## src/rtl/fpu_addsub_pipe.sv

```systemverilog
// -----------------------------------------------------------------------------
// fpu_addsub_pipe
//   Pipelined IEEE-754 adder/subtractor, parametrised for single or double
//   precision. Subnormal inputs are flushed to zero and tiny results are
//   flushed to signed zero. Rounding is round-to-nearest, ties-to-even.
//
//   Pipeline (one register rank per stage, four ranks in total):
//     s1  unpack, apply op, swap, align smaller significand (G/R/S kept)
//     s2  significand add or subtract
//     s3  normalise (carry right-shift or leading-zero left-shift)
//     out round, renormalise, special/overflow/underflow selection, pack
//
// Ports
//   clk, rst        clock, synchronous active-high reset
//   in_valid/ready  operand handshake; in_ready = !out_valid || out_ready
//   a, b, op        operands; op=1 computes a-b
//   out_valid/ready result handshake; everything holds while out_ready=0
//   result          rounded sum
//   overflow        rounded result exceeded the largest finite value
//   underflow       nonzero result below min normal, flushed to zero
//   invalid         result is the canonical quiet NaN
// -----------------------------------------------------------------------------
module fpu_addsub_pipe #(
  parameter int EXP_W = 8,
  parameter int MAN_W = 23,
  parameter int WIDTH = 1 + EXP_W + MAN_W
) (
  input  logic             clk,
  input  logic             rst,
  input  logic             in_valid,
  output logic             in_ready,
  input  logic [WIDTH-1:0] a,
  input  logic [WIDTH-1:0] b,
  input  logic             op,
  output logic             out_valid,
  input  logic             out_ready,
  output logic [WIDTH-1:0] result,
  output logic             overflow,
  output logic             underflow,
  output logic             invalid
);

  localparam int ALN_W  = MAN_W + 3;            // hidden + fraction + G + R
  localparam int NORM_W = MAN_W + 4;            // hidden + fraction + G + R + S
  localparam int SUM_W  = MAN_W + 5;            // carry + NORM_W
  localparam int EW     = EXP_W + 2;            // signed working exponent
  localparam int LZ_W   = $clog2(NORM_W + 1);

  localparam logic [WIDTH-1:0]     QNAN     = {1'b0, {EXP_W{1'b1}}, 1'b1, {(MAN_W-1){1'b0}}};
  localparam logic [ALN_W-1:0]     ALN_ONES = '1;
  localparam logic signed [EW-1:0] EXP_INF  = {2'b00, {EXP_W{1'b1}}};

  // Leading-zero count; an all-zero vector yields NORM_W.
  function automatic logic [LZ_W-1:0] lzc(input logic [NORM_W-1:0] v);
    logic [LZ_W-1:0] n;
    n = LZ_W'(NORM_W);
    for (int i = 0; i < NORM_W; i++)
      if (v[i]) n = LZ_W'(NORM_W - 1 - i);
    return n;
  endfunction

  // Global advance enable: the whole pipe moves or the whole pipe holds.
  logic en;
  assign en       = !out_valid || out_ready;
  assign in_ready = en;

  // ---------------------------------------------------------------- stage 1
  logic             sign_a, sign_b;
  logic [EXP_W-1:0] exp_a, exp_b;
  logic [MAN_W:0]   man_a, man_b;
  logic             nan_a, nan_b, inf_a, inf_b, a_first;

  assign sign_a = a[WIDTH-1];
  assign sign_b = b[WIDTH-1] ^ op;
  assign exp_a  = a[WIDTH-2:MAN_W];
  assign exp_b  = b[WIDTH-2:MAN_W];
  // Exponent 0 means zero: subnormal fractions are discarded here.
  assign man_a  = (exp_a != '0) ? {1'b1, a[MAN_W-1:0]} : '0;
  assign man_b  = (exp_b != '0) ? {1'b1, b[MAN_W-1:0]} : '0;
  assign nan_a  = (exp_a == '1) && (a[MAN_W-1:0] != '0);
  assign nan_b  = (exp_b == '1) && (b[MAN_W-1:0] != '0);
  assign inf_a  = (exp_a == '1) && (a[MAN_W-1:0] == '0);
  assign inf_b  = (exp_b == '1) && (b[MAN_W-1:0] == '0);
  assign a_first = {exp_a, man_a} >= {exp_b, man_b};

  logic              big_sign, small_sign;
  logic [EXP_W-1:0]  big_exp, small_exp, shift;
  logic [MAN_W:0]    big_man, small_man;
  logic [ALN_W-1:0]  small_ext;
  logic [NORM_W-1:0] small_aligned;

  // NOTE: every variable gets a default at the top of an always_comb so no
  // path leaves it unassigned, which would otherwise infer a latch.
  always_comb begin : align
    big_sign   = sign_a;
    big_exp    = exp_a;
    big_man    = man_a;
    small_sign = sign_b;
    small_exp  = exp_b;
    small_man  = man_b;
    if (!a_first) begin
      big_sign   = sign_b;
      big_exp    = exp_b;
      big_man    = man_b;
      small_sign = sign_a;
      small_exp  = exp_a;
      small_man  = man_a;
    end
    shift     = big_exp - small_exp;
    small_ext = {small_man, 2'b00};
    // Bits shifted past R collapse into sticky; a shift of ALN_W or more
    // moves everything out and only sticky survives.
    small_aligned = {small_ext >> shift, |(small_ext & ~(ALN_ONES << shift))};
  end

  logic             spec;
  logic             spec_inv;
  logic [WIDTH-1:0] spec_res;

  always_comb begin : classify
    spec     = 1'b0;
    spec_inv = 1'b0;
    spec_res = '0;
    if (nan_a || nan_b || (inf_a && inf_b && (sign_a != sign_b))) begin
      spec     = 1'b1;
      spec_inv = 1'b1;
      spec_res = QNAN;
    end else if (inf_a) begin
      spec     = 1'b1;
      spec_res = {sign_a, a[WIDTH-2:0]};
    end else if (inf_b) begin
      spec     = 1'b1;
      spec_res = {sign_b, b[WIDTH-2:0]};
    end
  end

  logic              s1_valid, s1_sign, s1_sub, s1_spec, s1_inv;
  logic [EXP_W-1:0]  s1_exp;
  logic [MAN_W:0]    s1_man;
  logic [NORM_W-1:0] s1_aligned;
  logic [WIDTH-1:0]  s1_spec_res;

  // ---------------------------------------------------------------- stage 2
  logic [SUM_W-1:0] add_big, add_small, sum;

  assign add_big   = {1'b0, s1_man, 3'b000};
  assign add_small = {1'b0, s1_aligned};
  // The larger magnitude is always on the left, so subtraction never borrows.
  assign sum       = s1_sub ? add_big - add_small : add_big + add_small;

  logic             s2_valid, s2_sign, s2_spec, s2_inv;
  logic [EXP_W-1:0] s2_exp;
  logic [SUM_W-1:0] s2_sum;
  logic [WIDTH-1:0] s2_spec_res;

  // ---------------------------------------------------------------- stage 3
  logic [LZ_W-1:0]       lz;
  logic signed [EW-1:0]  exp_ext, norm_exp;
  logic [NORM_W-1:0]     norm;

  assign lz      = lzc(s2_sum[NORM_W-1:0]);
  assign exp_ext = {2'b00, s2_exp};

  always_comb begin : normalise
    if (s2_sum[SUM_W-1]) begin
      // Carry out: drop one bit into sticky and bump the exponent.
      norm     = {s2_sum[SUM_W-1:2], |s2_sum[1:0]};
      norm_exp = exp_ext + EW'(1);
    end else begin
      norm     = s2_sum[NORM_W-1:0] << lz;
      norm_exp = exp_ext - EW'(lz);
    end
  end

  logic              s3_valid, s3_sign, s3_zero, s3_spec, s3_inv;
  logic signed [EW-1:0] s3_exp;
  logic [NORM_W-1:0] s3_norm;
  logic [WIDTH-1:0]  s3_spec_res;

  // ------------------------------------------------------- round and pack
  logic                 rnd_up;
  logic [MAN_W+1:0]     rounded;
  logic signed [EW-1:0] r_exp;
  logic [MAN_W-1:0]     r_frac;
  logic [WIDTH-1:0]     pack_res;
  logic                 pack_ovf, pack_unf, pack_inv;

  // Ties go to even: round up on G only when R|S or the kept LSB is set.
  assign rnd_up  = s3_norm[2] & (s3_norm[3] | s3_norm[1] | s3_norm[0]);
  assign rounded = {1'b0, s3_norm[NORM_W-1:3]} + (MAN_W+2)'(rnd_up);
  assign r_exp   = s3_exp + EW'(rounded[MAN_W+1]);
  assign r_frac  = rounded[MAN_W+1] ? rounded[MAN_W:1] : rounded[MAN_W-1:0];

  always_comb begin : pack
    pack_res = {s3_sign, r_exp[EXP_W-1:0], r_frac};
    pack_ovf = 1'b0;
    pack_unf = 1'b0;
    pack_inv = 1'b0;
    if (s3_spec) begin
      pack_res = s3_spec_res;
      pack_inv = s3_inv;
    end else if (s3_zero) begin
      pack_res = '0;                      // exact cancellation is +0
    end else if (r_exp[EW-1] || (r_exp == '0)) begin
      pack_res = {s3_sign, {(WIDTH-1){1'b0}}};
      pack_unf = 1'b1;
    end else if (r_exp >= EXP_INF) begin
      pack_res = {s3_sign, {EXP_W{1'b1}}, {MAN_W{1'b0}}};
      pack_ovf = 1'b1;
    end
  end

  // ---------------------------------------------------------------- registers
  // NOTE: sequential state uses non-blocking assignments so every register
  // samples pre-edge values regardless of statement order.
  always_ff @(posedge clk) begin : ctrl_regs
    if (rst) begin
      s1_valid  <= 1'b0;
      s2_valid  <= 1'b0;
      s3_valid  <= 1'b0;
      out_valid <= 1'b0;
      result    <= '0;
      overflow  <= 1'b0;
      underflow <= 1'b0;
      invalid   <= 1'b0;
    end else if (en) begin
      s1_valid  <= in_valid;
      s2_valid  <= s1_valid;
      s3_valid  <= s2_valid;
      out_valid <= s3_valid;
      result    <= s3_valid ? pack_res : '0;
      overflow  <= s3_valid && pack_ovf;
      underflow <= s3_valid && pack_unf;
      invalid   <= s3_valid && pack_inv;
    end
  end

  // NOTE: datapath stage registers carry no reset; their contents are only
  // observed behind a valid bit, which is reset.
  always_ff @(posedge clk) begin : data_regs
    if (en) begin
      s1_sign     <= big_sign;
      s1_sub      <= big_sign ^ small_sign;
      s1_exp      <= big_exp;
      s1_man      <= big_man;
      s1_aligned  <= small_aligned;
      s1_spec     <= spec;
      s1_inv      <= spec_inv;
      s1_spec_res <= spec_res;

      s2_sign     <= s1_sign;
      s2_exp      <= s1_exp;
      s2_sum      <= sum;
      s2_spec     <= s1_spec;
      s2_inv      <= s1_inv;
      s2_spec_res <= s1_spec_res;

      s3_sign     <= s2_sign;
      s3_exp      <= norm_exp;
      s3_norm     <= norm;
      s3_zero     <= (s2_sum == '0);
      s3_spec     <= s2_spec;
      s3_inv      <= s2_inv;
      s3_spec_res <= s2_spec_res;
    end
  end

endmodule

```

## config.mk

```make
export PLATFORM = sky130hd
export DESIGN_NAME = fpu_addsub_pipe
export DESIGN_NICKNAME = d
export VERILOG_FILES = /design/src/rtl/fpu_addsub_pipe.sv
export SDC_FILE = /design/constraint.sdc
export NUM_CORES = 1
export LEC_CHECK = 0
export CAP_MARGIN = 5
export CORE_ASPECT_RATIO = 1.25
export CORE_UTILIZATION = 45
export DETAILED_ROUTE_END_ITERATION = 10
export PLACE_DENSITY_LB_ADDON = 0.1
export SYNTH_ARGS = -nofsm -noshare
export SYNTH_HDL_FRONTEND = slang
export SYNTH_SLANG_ARGS = --single-unit
```

## constraint.sdc

```tcl
create_clock -name clk -period 13.85 [get_ports clk]
set_input_delay 3.4625 -clock clk [delete_from_list [all_inputs] [get_ports clk]]
set_output_delay 3.4625 -clock clk [all_outputs]
set_load 0.02 [all_outputs]
```

---- After elaboration in Yosys (flattened, before gate mapping) ----
Cells that the tools add are included.
cells by class
  $lt $le $gt $ge ......................... 2
  multiplexer cells ....................... 56
  reductions and logical operators ........ 25
  $add $sub $neg .......................... 7
  shift-type cells ........................ 3
  eq/ne operators ......................... 3
  bitwise logic cells ..................... 7
operators by type and width
  cell                     number
  $mux W32                 5
  $mux W5                  26
  $mux W24                 4
  $mux W31                 2
  $logic_not A23 Y1        2
  $reduce_bool A23 Y1      2
  $ge A32 B32 Y1           1
  $add A27 B27 Y28         1
  $logic_not A28 Y1        1
  $mux W28                 1
  $sub A27 B27 Y28         1
  $shl A27 B5 Y27          1
  $and A26 B26 Y26         1
  $mux W26                 1
  $not A26 Y26             1
  $reduce_or A26 Y1        1
  $shl A26 B8 Y26 const A  1
  $shr A26 B8 Y26          1
  $add A24 B1 Y25          1
  $mux W23                 1
  $eq A8 B8 Y1 const B     2
  $mux W8                  2
  $reduce_bool A8 Y1       2
  $mux W1                  13
  other kinds (15)         29
storage, ports and cells
  output and inout bits ................... 37
  input bits .............................. 69
  register bits ........................... 278

---- Logic depth before layout (Yosys ltp) ----
Gate-level depths: netlist of run 1.
  depth after elaboration ................. 29
  mapped depth ............................ 26
  mapped depth without buffers ............ 23

---- Least setup slack after synthesis of run 1 ----
No wires, ideal clock.
  path kind ............................... input port to output port
  start point ............................. input port out_ready
  end point ............................... output port in_ready
  data arrival time ....................... 8.339 ns
  setup slack ............................. 2.049 ns
  buffers on the path ..................... 0
  cell stages on the path ................. 2
  cell sequence ........................... nor2b_1 -> inv_1
between the ends
  word-level cells in the longest chain between the ends .. 1
RTL lines
  item                line  source
  start: declaration  36    input logic out_ready,
  $logic_or A1 B1 Y1  64    assign en = !out_valid || out_ready;
  end: declaration    31    output logic in_ready,
No other way between the ends.

---- Worst setup path in the final report of run 1 ----
  start point ............................. input port a[26]
  end point ............................... register s1_aligned[0], data pin
between the ends
  word-level cells in the longest chain between the ends .. 9
  elaborated cells between the ends (all ways) .. 11
  classes of those cells .................. add/sub (1); order compare (1); shift (1); mux (4); bitwise (2); reduce/logical (2)
RTL lines
  item                    line  source
  start: declaration      32    input logic [WIDTH-1:0] a,
  $reduce_bool A8 Y1      78    assign man_a = (exp_a != '0) ? {1'b1, a[MAN_W-1:0]} : '0;
  $mux W24                78
  $ge A32 B32 Y1          84    assign a_first = {exp_a, man_a} >= {exp_b, man_b};
  $mux W8                 101   if (!a_first) begin
  $sub A8 B8 Y8           109   shift = big_exp - small_exp;
  $shl A26 B8 Y26         113   small_aligned = {small_ext >> shift, |(small_ext & ~(ALN_ONES << shift))};
  $not A26 Y26            113
  $and A26 B26 Y26 (*)    113
  $reduce_or A26 Y1 (*)   113
  via small_aligned[0]    90    logic [NORM_W-1:0] small_aligned;
  end signal: assignment  246   s1_aligned <= small_aligned;
  end: declaration        140   logic [NORM_W-1:0] s1_aligned;
The timed path passes the listed nets; every way through them passes the cells marked *.
A chain may end at the register's enable or synchronous reset.

==> run summary, run 1 <==
Status: finished, final reports clean
Area leader, netlist: edfxtp_1
Max-Cap Viols: 0
Total number of vias: 14,400
H-tree depth: 1
Setup TNS: 0 ns
Place WS: 3.81 ns
Synth cell types: 93
Routability congestion estimate from global placement: 0.908
Number of synthesized flops with an enable pin: 239
Ys Warns: 0
Synth Instances: 1,854
Static Leak: 8.07 nW
DP Cell Count: 2,410
CORE AREA: 39,200 um^2
Worst Tran Pin Value: 0.989 ns
Wirelength, routed: 49.9 mm
Clk_lat worst skew: 0.55 ns
Final setup margin: 4.26 ns
ANT nets after route: 0
Layout cells sized above 1: 0.0657
Setup Crit Path Kind: input port to register
Fin crit period: 9.59 ns
Asr flop ratio synth: 0
FMAX: 0.104 GHz
Most used DFF post-synth: edfxtp_1
Syn_area_per_cell: 9.70 um^2
Die height: 225 um
Starting Density: 0.458
RSZ-0062 raised after global routing: no
Rows: 81
IO Pins: 106
Area Growth Syn to Fin: 13.8%
Fin cells: 2,460
CP required: 14.12 ns
Final Max Slew Viols: 0
Post-DP Area: 19,500 um^2
CP max FO: 26
Total track usage: 0.243
Yosys reg bits: 278
Post-CTS Hold Buffers: 0
Clock Tree Root: clkbuf_16
Worst min path class: register to register
Initial antenna violation count: 0
Max Root-Sink Buffers: 3
TritonCTS Sinks: 278
Worst rel slew slack: 0.341
DP HPWL: 38.7 mm
Final setup viols: 0
Die W: 181 um
Count leader, synth: edfxtp_1
TritonCTS clock tree: yes
Final hold vios: 0
Power per cell area: 146 nW/um^2
Synth top cells by count: edfxtp_1 (239), nand2_1 (210), nor2_1 (165)
# diodes: 0
Critical path arrival: 9.86 ns
Synth area leaders: edfxtp_1 (40%), ha_1 (6.4%), mux2i_1 (5.3%), nand2_1 (4.4%), dfxtp_1 (4.3%)
Final period utilization: 0.692
Overall Power: 3.00 mW
Final Cell Area: 20,500 um^2
Port Buffers: 105
1st-pass router iterations: 5
Post-synthesis instance area: 18,000 um^2
Post-CTS sizing: 0
Die area: 40,800 um^2
Top-area cell type share of the netlist area: 0.399
Sequential area share after synthesis: 0.443
CTS buffer count: 27
Post-DR vias/cell: 5.87
DRC: 0
Clk pin slew, worst setup/hold paths: 0.06 ns
Routed WL per cell: 20.3 um
Worst vdd ir: 0.0000917 V
Crit start category: input port
Crit. End Element: register
Setup Buffers After CTS: 0
First-pass GRT wire length: 77.7 mm
Clock skew: 0.0140 ns
Total grt overflow: 0
Iter 0 DRT Violations: 855
Vias in the first global route: 14,200
Nets: 2,104
Pin count of the biggest net entering global routing: 121
-- flip-flops by register name (all words and copies together) (netlist names), 8 cells and up --
register	cells
result	32
s1_spec_res	32
s2_spec_res	32
s3_spec_res	32
s2_sum	28
s1_aligned	27
s3_norm	27
s1_man	24
s3_exp	10
s1_exp	8
s2_exp	8
-- layer usage --
metal	global-route usage	part of all wire
met1	0.270	0.40
met5	0	0
met2	0.464	0.52
met4	0.122	0.050
met3	0.0184	0.030
-- path summary, 6_finish.rpt --
path | from | to | slack, ns | depth (start not counted)
worst min register to register | s1_inv$_DFFE_PP_ | s2_inv$_DFFE_PP_ | 0.42 | 0
worst min-delay path | s1_inv$_DFFE_PP_ | s2_inv$_DFFE_PP_ | 0.42 | 0
worst max-delay path | a[26] | s1_aligned[0]$_DFFE_PP_ | 4.26 | 21
worst max register to register | s3_norm[3]$_DFFE_PP_ | result[2]$_SDFFE_PP0P_ | 8.79 | 25
-- through the flow --
step	utilization	hold slack, ns
floorplan	-	0.400
global route	0.522	0.419
CTS	0.522	0.417
global placement	0.497	0.401
finish	0.522	0.417
detailed placement	0.497	0.405
-- placed cells by master, fill, tap and decap left out, types with 30 or more instances in the layout --
master,count
inv_1,104
edfxtp_1,239
ha_1,92
xnor2_1,32
nor2_1,164
dfxtp_1,39
clkbuf_16,30
mux2i_1,95
nand2_1,210
a21oi_1,114
o21ai_0,132
clkdlybuf4s50_1,105
nand3_1,55
nor3_1,31
-- cells by family after synthesis --
family                   Yosys count  share of synthesized area
flip-flops                       278                      0.443
adder cells (fa/ha/maj)           95                     0.0668
XOR/XNOR                          62                     0.0306
multiplexers                     128                     0.0773
other                              1                   0.000209
AND/OR/NAND/NOR                  588                      0.150
buffers and inverters            198                     0.0450
AO/OA/AOI/OAI                    504                      0.188
-- layout make-up --
type / count / area (um^2)
Inverter: 108 / 413
Fill cell: 3545 / 18800
Clock buffer: 44 / 873
Tap cell: 498 / 623
Sequential cell: 278 / 7960
Timing Repair Buffer: 127 / 1220
Clock inverter: 6 / 82.6
Multi-Input combinational cell: 1399 / 9300
-- where the power goes --
part           leakage, nW  internal, mW  switching (mW)  total [mW]
registers             2.95          1.07           0.141        1.21
logic                 4.65         0.394           0.614        1.01
clock network        0.470         0.468           0.308       0.775
-- worst max-delay path, cell delays in order --
cell	delay, ns
clkdlybuf4s50_1	0.50
nor4_1	0.41
nand2_1	0.10
buf_4	0.25
nand2_1	0.12
inv_1	0.06
ha_1	0.31
and2_1	0.16
a221oi_1	0.28
o21ai_0	0.30
a211o_1	0.50
a2111oi_4	0.45
nor2_1	0.08
ha_1	0.61
inv_1	0.83
nand2_1	0.25
a22oi_1	0.21
nor2_1	0.07
or4_4	0.54
a2111oi_4	0.19
o2111ai_1	0.14
Power figures use the tool's default switching activity.
==> inputs of run 2 (changes only) <==
==> constraint.sdc (replaced) <==
create_clock -name clk -period 8.3 [get_ports clk]
set_input_delay 2.075 -clock clk [delete_from_list [all_inputs] [get_ports clk]]
set_output_delay 2.075 -clock clk [all_outputs]
set_load 0.02 [all_outputs]
==> run 2 against run 1 <==
Die area stayed put; design area is 2.0% higher; global-route usage is 0.76 points higher; via count is 1.1% higher; largest power group unchanged; sequential power is 68% higher; clock power is 65% higher; register-to-register slack worse by 5.5 ns; clock skew is 0.0027 ns lower; critical endpoint unchanged; cell count is 2.2% higher; worst hold slack worse by 0.00072 ns.
==> run summary, run 2 (synthesis gave the netlist of run 1 again) <==
Rows: 81 (unchanged)
CP max FO: 37 (+42%)
CP max stage cell: a2111oi_0
IO Pins: 106 (unchanged)
CORE AREA: 39,200 um^2 (unchanged)
Logic pwr share: 0.343 (+0.007)
Initial antenna violation count: 0 (unchanged)
Final Max Slew Viols: 0 (unchanged)
Worst reg2reg setup slack: 3.27 ns (-5.52 ns)
WP buf/inv: 7 (+3)
Total number of vias: 14,600 (+1.1%)
RSZ-0062 raised after global routing: no
Post-CTS sizing: 0 (unchanged)
Setup Crit Path Kind: input port to register
Commonest non-fill, non-tap cells in the layout: edfxtp_1 (239), nand2_1 (210), nor2_1 (164)
Clock skew: 0.0113 ns (-0.00267 ns)
Sw Share: 0.353 (-0.00140)
Crit start category: input port
Fin crit period: 7.48 ns
Reg2reg start: s3_norm[3]$_DFFE_PP_
Nets: 2,157 (+2.5%)
ANT nets after route: 0 (unchanged)
Static Leak: 8.32 nW (+3.1%)
Wirelength, routed: 51.1 mm (+2.5%)
HP Start: s1_spec_res[28]$_SDFFCE_PP1P_
Clk_lat worst skew: 0.55 ns (about the same)
TritonCTS clock tree: yes
Crit. End Element: register
Worst rel slew slack: 0.379 (+0.0387)
Clock Tree Root: clkbuf_16
FMAX: 0.134 GHz
Total grt overflow: 0 (unchanged)
Final hold vios: 0 (unchanged)
DP HPWL: 40.0 mm (+3.5%)
Die height: 225 um (unchanged)
Hold Crit Depth: 0 (unchanged)
Clk pin slew, worst setup/hold paths: 0.06 ns (about the same)
Critical path arrival: 7.75 ns (-2.11 ns)
Max-Cap Viols: 0 (unchanged)
Setup TNS: 0 ns (unchanged)
Most common cell after layout, fill and taps aside: edfxtp_1
Cell family with most CP delay: compound AO/OA/AOI/OAI gates
Endpoint, Worst Hold: s2_spec_res[28]$_DFFE_PP_
Clock share of power: 0.255 (-0.004)
Worst vdd ir: 0.000141 V (+54%)
TritonCTS Sinks: 278 (unchanged)
Sequential power share: 0.402 (-0.003)
Pin count of the biggest net entering global routing: 157 (+30%)
Reg2Reg Depth: 25 (unchanged)
Crit path largest cell delay: 0.59 ns (-0.24 ns)
Worst min path class: register to register
Pint: 3.26 mW (+68%)
Layout cells sized above 1: 0.0893 (+0.0235)
1st-pass router iterations: 6 (+1)
Final setup viols: 0 (unchanged)
Status: finished, final reports clean
Area Growth Syn to Fin: 16.2%
Worst Tran Pin Value: 0.930 ns (-0.0591 ns)
Final Util: 0.532 (+0.0107)
Routability congestion estimate from global placement: 0.963 (+6.0%)
Power per cell area: 241 nW/um^2 (+65%)
Switching power: 1.78 mW (+67%)
Port Buffers: 105 (unchanged)
RR Endpoint: result[6]$_SDFFE_PP0P_
# diodes: 0 (unchanged)
Post-CTS Hold Buffers: 0 (unchanged)
Starting Density: 0.458 (unchanged)
Max Root-Sink Buffers: 3 (unchanged)
Total track usage: 0.251 (+0.00756)
Die W: 181 um (unchanged)
Final period utilization: 0.901
CTS buffer count: 29 (+7.4%)
Setup Buffers After CTS: 0 (unchanged)
Vias in the first global route: 14,500 (+2.1%)
DRC: 0 (unchanged)
H-tree depth: 1 (unchanged)
Post-DR vias/cell: 5.80 (-1.1%)
Cell Chain, Critical Path: clkdlybuf4s50_1, nor4_1, nand2_1, buf_12, nand2_1, inv_1, ha_1, a21o_1, a221oi_1, buf_4, o21ai_0, a211o_1, buf_4, a21o_2, buf_12, mux2i_1, nor2_1, buf_4, nand2_1, a2111oi_0, o21ai_0, a21oi_1, o2111ai_1
Routed WL per cell: 20.3 um (+0.28%)
Die area: 40,800 um^2 (unchanged)
CP required: 8.58 ns (-5.54 ns)
CP startpoint: a[26]
Iter 0 DRT Violations: 997 (+17%)
First-pass GRT wire length: 79.7 mm (+2.6%)
[run 2: cell count changes in the layout (fill, tap and decap cells not counted), sizes merged]
cell      delta
bufinv       +1
buf         +51
clkinv       +7
inv          -2
clkinvlp     +3
clkbuf       -6
[run 2: final cells by class]
| class | instances | area, um^2 |
|---|---|---|
| clock inverter | 15 | 151 |
| tap | 498 | 623 |
| inverter | 108 | 409 |
| sequential | 278 | 7960 |
| fill | 3536 | 18300 |
| timing repair buffer | 178 | 1650 |
| clock buffer | 38 | 800 |
| multi-input combinational | 1399 | 9290 |
[run 2: worst max-delay path by stage]
stage          cells after the start  slack, ns                 endpoint
2_1_floorplan                      8       1.04  result[20]$_SDFFE_PP0P_
3_3_place_gp                      23       0.28  s1_aligned[0]$_DFFE_PP_
3_5_place_dp                      25       0.36  s1_aligned[0]$_DFFE_PP_
4_1_cts                           25       0.93  s1_aligned[0]$_DFFE_PP_
5_1_grt                           23       0.51  s1_aligned[0]$_DFFE_PP_
6_report                          23       0.82  s1_aligned[0]$_DFFE_PP_
[run 2: metrics by stage]
stage | std cells | hold slack (ns) | power [mW] | setup slack (ns) | cell area [um^2]
2_1_floorplan | 1875 | 0.400 | 3.18 | 1.04 | 18100
3_3_place_gp | 2461 | 0.400 | 3.75 | 0.276 | 19900
3_5_place_dp | 2461 | 0.405 | 3.76 | 0.361 | 19900
4_1_cts | 2514 | 0.415 | 5.06 | 0.927 | 20900
5_1_grt | 2514 | 0.419 | 5.32 | 0.511 | 20900
6_report | 2514 | 0.416 | 5.04 | 0.823 | 20900
[run 2: power by group through the flow]
stage                     logic [mW]  clock network [mW]  registers [mW]
after floorplan                 1.22                   0            1.96
after global placement          1.71                   0            2.04
after detailed placement        1.72                   0            2.05
after CTS                       1.72                1.31            2.02
after global routing            1.89                1.37            2.06
final                           1.73                1.28            2.03
[run 2: layer usage]
metal  global-route usage  routed length [um]
met2                0.475               26500
met5                    0                   0
met1                0.273               19900
met3               0.0271                1840
met4                0.135                2870
==> inputs of run 3 (changes only) <==
--- a/config.mk
+++ b/config.mk
@@ -10,6 +10,7 @@
 export CORE_UTILIZATION = 45
 export DETAILED_ROUTE_END_ITERATION = 10
 export PLACE_DENSITY_LB_ADDON = 0.1
+export SETUP_SLACK_MARGIN = 0.05
 export SYNTH_ARGS = -nofsm -noshare
 export SYNTH_HDL_FRONTEND = slang
 export SYNTH_SLANG_ARGS = --single-unit
==> results of run 3 <==
The final DEF is identical to that of run 2; final timing and power are the same.
